===== src/rtl/mem_port_arbiter.sv =====
// mem_port_arbiter: shares one single-ported memory between the instruction
// fetch requester (read-only) and the data memory requester (read/write).
// Each access runs IDLE -> BUSY -> RESP. The winner's done pulse appears in
// RESP, and the stall outputs let the pipeline hold while an access is pending.
module mem_port_arbiter #(
    parameter int AW         = 32,
    parameter int DW         = 32,
    parameter int STARVE_MAX = 4,   // 1..15
    parameter int TIMEOUT    = 16   // 2..255
) (
    input  logic          clk_i,
    input  logic          rst_i,
    input  logic          if_req_i,
    input  logic [AW-1:0] if_addr_i,
    output logic          if_done_o,
    output logic [DW-1:0] if_rdata_o,
    output logic          if_stall_o,
    input  logic          dm_req_i,
    input  logic          dm_we_i,
    input  logic [AW-1:0] dm_addr_i,
    input  logic [DW-1:0] dm_wdata_i,
    output logic          dm_done_o,
    output logic [DW-1:0] dm_rdata_o,
    output logic          dm_stall_o,
    output logic          mem_req_o,
    output logic          mem_we_o,
    output logic [AW-1:0] mem_addr_o,
    output logic [DW-1:0] mem_wdata_o,
    input  logic          mem_ack_i,
    input  logic [DW-1:0] mem_rdata_i,
    output logic          err_o,
    input  logic          err_clr_i
);
    typedef enum logic [1:0] {IDLE, BUSY, RESP} state_e;

    localparam logic [3:0] STREAK_MAX = 4'(STARVE_MAX);
    localparam logic [7:0] TMO_LAST   = 8'(TIMEOUT - 1);

    state_e        state_q, state_d;
    logic          owner_dm_q, owner_dm_d;
    logic [3:0]    streak_q, streak_d;
    logic [7:0]    tmo_q, tmo_d;
    logic          mem_req_q, mem_req_d;
    logic          mem_we_q, mem_we_d;
    logic [AW-1:0] mem_addr_q, mem_addr_d;
    logic [DW-1:0] mem_wdata_q, mem_wdata_d;
    logic          if_done_q, if_done_d;
    logic          dm_done_q, dm_done_d;
    logic [DW-1:0] if_rdata_q, if_rdata_d;
    logic [DW-1:0] dm_rdata_q, dm_rdata_d;
    logic          err_q, err_d;
    logic          if_wins;

    // IF wins when it is alone, or when DM has held the port STARVE_MAX times in a row
    assign if_wins = if_req_i & (~dm_req_i | (streak_q == STREAK_MAX));

    // Next-state and registered-output logic for the access sequencer
    always_comb begin
        state_d     = state_q;
        owner_dm_d  = owner_dm_q;
        streak_d    = streak_q;
        tmo_d       = tmo_q;
        mem_req_d   = mem_req_q;
        mem_we_d    = mem_we_q;
        mem_addr_d  = mem_addr_q;
        mem_wdata_d = mem_wdata_q;
        if_done_d   = 1'b0;
        dm_done_d   = 1'b0;
        if_rdata_d  = if_rdata_q;
        dm_rdata_d  = dm_rdata_q;
        err_d       = err_q;
        // a clear loses to a timeout in the same cycle, so the set below overrides it
        if (err_clr_i) err_d = 1'b0;

        unique case (state_q)
            IDLE: begin
                tmo_d = 8'd0;
                if (if_req_i || dm_req_i) begin
                    state_d   = BUSY;
                    mem_req_d = 1'b1;
                    if (if_wins) begin
                        owner_dm_d  = 1'b0;
                        mem_we_d    = 1'b0;
                        mem_addr_d  = if_addr_i;
                        mem_wdata_d = '0;
                        streak_d    = 4'd0;
                    end else begin
                        owner_dm_d  = 1'b1;
                        mem_we_d    = dm_we_i;
                        mem_addr_d  = dm_addr_i;
                        mem_wdata_d = dm_wdata_i;
                        // only DM grants that make IF wait count toward starvation
                        if (!if_req_i)
                            streak_d = 4'd0;
                        else if (streak_q != STREAK_MAX)
                            streak_d = streak_q + 4'd1;
                    end
                end else if (!if_req_i) begin
                    streak_d = 4'd0;
                end
            end
            BUSY: begin
                tmo_d = tmo_q + 8'd1;
                if (mem_ack_i) begin
                    state_d   = RESP;
                    mem_req_d = 1'b0;
                    mem_we_d  = 1'b0;
                    if_done_d = ~owner_dm_q;
                    dm_done_d = owner_dm_q;
                    // writes leave the owner's read data untouched
                    if (!mem_we_q) begin
                        if (owner_dm_q) dm_rdata_d = mem_rdata_i;
                        else            if_rdata_d = mem_rdata_i;
                    end
                end else if (tmo_q == TMO_LAST) begin
                    state_d   = RESP;
                    mem_req_d = 1'b0;
                    mem_we_d  = 1'b0;
                    if_done_d = ~owner_dm_q;
                    dm_done_d = owner_dm_q;
                    err_d     = 1'b1;
                    if (owner_dm_q) dm_rdata_d = '0;
                    else            if_rdata_d = '0;
                end
            end
            RESP: begin
                state_d = IDLE;
                tmo_d   = 8'd0;
            end
            default: state_d = IDLE;
        endcase
    end

    // State and output registers; reset aborts any access without a done pulse
    always_ff @(posedge clk_i or negedge rst_i) begin
        if (!rst_i) begin
            state_q     <= IDLE;
            owner_dm_q  <= 1'b0;
            streak_q    <= 4'd0;
            tmo_q       <= 8'd0;
            mem_req_q   <= 1'b0;
            mem_we_q    <= 1'b0;
            mem_addr_q  <= '0;
            mem_wdata_q <= '0;
            if_done_q   <= 1'b0;
            dm_done_q   <= 1'b0;
            if_rdata_q  <= '0;
            dm_rdata_q  <= '0;
            err_q       <= 1'b0;
        end else begin
            state_q     <= state_d;
            owner_dm_q  <= owner_dm_d;
            streak_q    <= streak_d;
            tmo_q       <= tmo_d;
            mem_req_q   <= mem_req_d;
            mem_we_q    <= mem_we_d;
            mem_addr_q  <= mem_addr_d;
            mem_wdata_q <= mem_wdata_d;
            if_done_q   <= if_done_d;
            dm_done_q   <= dm_done_d;
            if_rdata_q  <= if_rdata_d;
            dm_rdata_q  <= dm_rdata_d;
            err_q       <= err_d;
        end
    end

    assign mem_req_o   = mem_req_q;
    assign mem_we_o    = mem_we_q;
    assign mem_addr_o  = mem_addr_q;
    assign mem_wdata_o = mem_wdata_q;
    assign if_done_o   = if_done_q;
    assign dm_done_o   = dm_done_q;
    assign if_rdata_o  = if_rdata_q;
    assign dm_rdata_o  = dm_rdata_q;
    assign err_o       = err_q;
    assign if_stall_o  = if_req_i & ~if_done_q;
    assign dm_stall_o  = dm_req_i & ~dm_done_q;

endmodule


===== config.mk =====
export PLATFORM = sky130hd
export DESIGN_NAME = mem_port_arbiter
export DESIGN_NICKNAME = d
export VERILOG_FILES = /design/src/rtl/mem_port_arbiter.sv
export SDC_FILE = /design/constraint.sdc
export NUM_CORES = 1
export LEC_CHECK = 0
export CAP_MARGIN = 15
export CORE_UTILIZATION = 30
export DETAILED_ROUTE_END_ITERATION = 8
export GPL_ROUTABILITY_DRIVEN = 0
export PLACE_DENSITY = 0.69
export SLEW_MARGIN = 15
export SYNTH_ARGS = -nofsm -noshare
export SYNTH_HDL_FRONTEND = slang
export SYNTH_SLANG_ARGS = --single-unit
export TNS_END_PERCENT = 30

===== constraint.sdc =====
create_clock -name clk_i -period 2.3 [get_ports clk_i]
set_input_delay 0.23 -clock clk_i [delete_from_list [all_inputs] [get_ports clk_i]]
set_output_delay 0.23 -clock clk_i [all_outputs]
set_load 0.01 [all_outputs]

==> impl_metrics.json <==
{
  "gr-total-overflow": 0,
  "worstPathBufferInverterCount": 1,
  "grt_setup_unrepaired": "false",
  "cts_max_level": 4,
  "dp_hpwl_um": 15000,
  "grt_max_degree": 66,
  "setup_viol": 0,
  "grt_util_all_layers_pct": 17.28,
  "worstSetupEndpointType": "flip-flop",
  "io_pins": 270,
  "cpMaxStageDelayCell": "or4_4",
  "syn_avg_cell_area_um2": 11.02,
  "yosys_warnings": 0,
  "routedWlPerCell_um": 17.74,
  "die_w_um": 160.1,
  "avgViaCountPerCell": 4.968,
  "ir_drop_uv": 535.3,
  "p_per_area_nw_per_um2": 1253,
  "status": "finished clean",
  "fin_crit_ns": 1.921,
  "io_buffers": 269,
  "final_area_um2": 11090,
  "cts_root_buf": "clkbuf_16",
  "synth_top_area_share_pct": 49.41,
  "relSlewSlack_pct": 65.40,
  "netlist_instances": 680,
  "hold_viol": 0,
  "cp.required_ns": 2.58,
  "antenna_cells": 0,
  "cp-start-kind": "flip-flop",
  "max_freq_mhz": 520.4,
  "p_leak_nw": 4.652,
  "layout.nets": 1063,
  "ctsHoldBuffers": 1,
  "syn2layout_area_growth_pct": 47.99,
  "critPathTopFamily": "simple AND/OR/NAND/NOR gates",
  "post-route-period-util_pct": 83.54,
  "hp-class": "in2async",
  "ys_ff_latch": 148,
  "cts_tree": "yes",
  "drc": 0,
  "grt_first_pass_wirelength_um": 35090,
  "dpl_cell_area_um2": 10500,
  "synth_area_leaders": "dfrtp_1 (49%), mux2i_1 (8.8%), o21ai_2 (5.8%)",
  "first_pass_iters": 5,
  "arrival_ns": 2.20,
  "slew_violations": 0,
  "postCtsSetupBuffers": 0,
  "start_util_pct": 30.73,
  "grt_pass1_vias": 6272,
  "dr_total_vias": 6269,
  "yosys.area.top_type": "dfrtp_1",
  "first_iter_violations": 360,
  "synth_edf_count": 0,
  "syn-num-nets": 818,
  "ys_top_cells_by_count": "dfrtp_1 (148), nand2_1 (72), mux2i_1 (66), o21ai_2 (50)",
  "worst_slew_pin_slew_ns": 0.5180,
  "grt_antenna_before_repair": 0,
  "cts_inserted_buffers": 17,
  "setup_tns_ns": 0,
  "synth_cell_types": 45,
  "coreArea_um2": 24390,
  "cpPeakStageDelay_ns": 0.57,
  "yosys.cell_count.top_type": "dfrtp_1",
  "clock_sinks": 148,
  "synthArstFlopShare_pct": 100.0,
  "syn-cell-area_um2": 7496,
  "die_y_um": 160.1,
  "synth_seq_area_share_pct": 49.41,
  "synthFlopType": "dfrtp_1",
  "clk_latency_ns": 0.42,
  "cts_buffer_depth": 2,
  "path_max_fanout": 65,
  "row_count": 57,
  "ctsResizeCount": 0,
  "drv_cap": 0,
  "path_class": "reg2reg",
  "routed_wl_um": 22390,
  "critical_path.cell_chain": "or4_4 -> nor3_4 -> buf_12 -> o21ai_0",
  "skew_ns": 0.01368,
  "fp.dieArea_um2": 25620,
  "path_clk_slew_ns": 0.06,
  "drive_gt1_share_pct": 12.58,
  "ant_nets": 0
}
==> layout by cell type (no fill, tap or decap), types with 22 or more instances in the layout <==
| cell | instances |
|---|---|
| nand2_1 | 71 |
| o21ai_2 | 50 |
| and3_1 | 32 |
| and4_1 | 32 |
| clkdlybuf4s50_1 | 268 |
| o21ai_0 | 22 |
| mux2i_1 | 66 |
| dfrtp_1 | 148 |
| a221o_1 | 32 |
| nand3_1 | 34 |
| and3b_1 | 33 |
| o2bb2ai_1 | 33 |
==> routing by layer <==
metal	global-route usage [%]	vias up	wire [µm]
li1	-	3006	-
met1	23.33	3074	10290
met2	27.77	163	10890
met3	3.377	26	811
met4	5.498	0	394
met5	0	-	0
==> flip-flops by register name (all words and copies together), names as in the netlist <==
register	flops
if_done_o	1
if_rdata_o	32
streak_q	4
dm_done_o	1
mem_req_o	1
dm_rdata_o	32
err_o	1
state_q	2
tmo_q	8
mem_wdata_o	32
mem_addr_o	32
owner_dm_q	1
mem_we_o	1
==> area by class of cell <==
class / count / area (µm²)
Timing Repair Buffer: 294 / 2959
Clock inverter: 14 / 143.9
Inverter: 6 / 22.52
Clock buffer: 18 / 439.2
Sequential cell: 148 / 3704
Multi-Input combinational cell: 458 / 3420
Tap cell: 324 / 405.4
Fill cell: 2324 / 13300
==> worst reg2reg max path, cell delays in order, from the launching register on <==
cell and delay (ns):
dfrtp_1 0.43, or4_4 0.57, nor3_4 0.16, buf_12 0.35, o21ai_0 0.28
==> where the power goes <==
| group | internal [mW] | switching (mW) |
|---|---|---|
| registers | 3.67 | 0.800 |
| clock network | 1.55 | 1.22 |
| logic | 3.59 | 3.07 |
| total | 8.81 | 5.09 |
==> kinds of logic after synthesis <==
kind of cell,count (synthesis),synth area share (%)
adder cells (fa/ha/maj),3,0.5008
XOR/XNOR,3,0.3506
multiplexers,66,8.813
AO/OA/AOI/OAI,152,16.71
buffers and inverters,74,5.458
AND/OR/NAND/NOR,234,18.76
flip-flops,148,49.41
==> path summary, 6_finish.rpt <==
check	start	end	slack, ns	cells after the start
worst max-delay path	tmo_q[4]$_DFFE_PN0P_	dm_rdata_o[9]$_DFFE_PN0P_	0.38	4
worst min-delay path	rst_i	if_rdata_o[4]$_DFFE_PN0P_	0.31	2
worst max register to register	tmo_q[4]$_DFFE_PN0P_	dm_rdata_o[9]$_DFFE_PN0P_	0.38	4
worst min register to register	mem_wdata_o[0]$_DFFE_PN0P_	mem_wdata_o[0]$_DFFE_PN0P_	0.49	1
max in group asynchronous	rst_i	dm_rdata_o[21]$_DFFE_PN0P_	1.20	3
min in group clk_i	dm_wdata_i[15]	mem_wdata_o[15]$_DFFE_PN0P_	0.35	3
==> stage by stage <==
stage / power (mW) / setup WS, ns / cells / utilization, % / hold WS, ns
2_1_floorplan: 7.951 / 0.6942 / 680 / - / -0.06559
5_1_grt: 14.73 / 0.3089 / 1262 / 45.48 / 0.3491
3_5_place_dp: 11.21 / 0.2879 / 1229 / 43.05 / 0.2041
3_3_place_gp: 11.10 / 0.3333 / 1229 / 43.05 / 0.2022
6_report: 13.90 / 0.3785 / 1262 / 45.48 / 0.3116
4_1_cts: 14.07 / 0.3817 / 1262 / 45.48 / 0.3116
No activity file was read; power rests on OpenSTA's default activity.
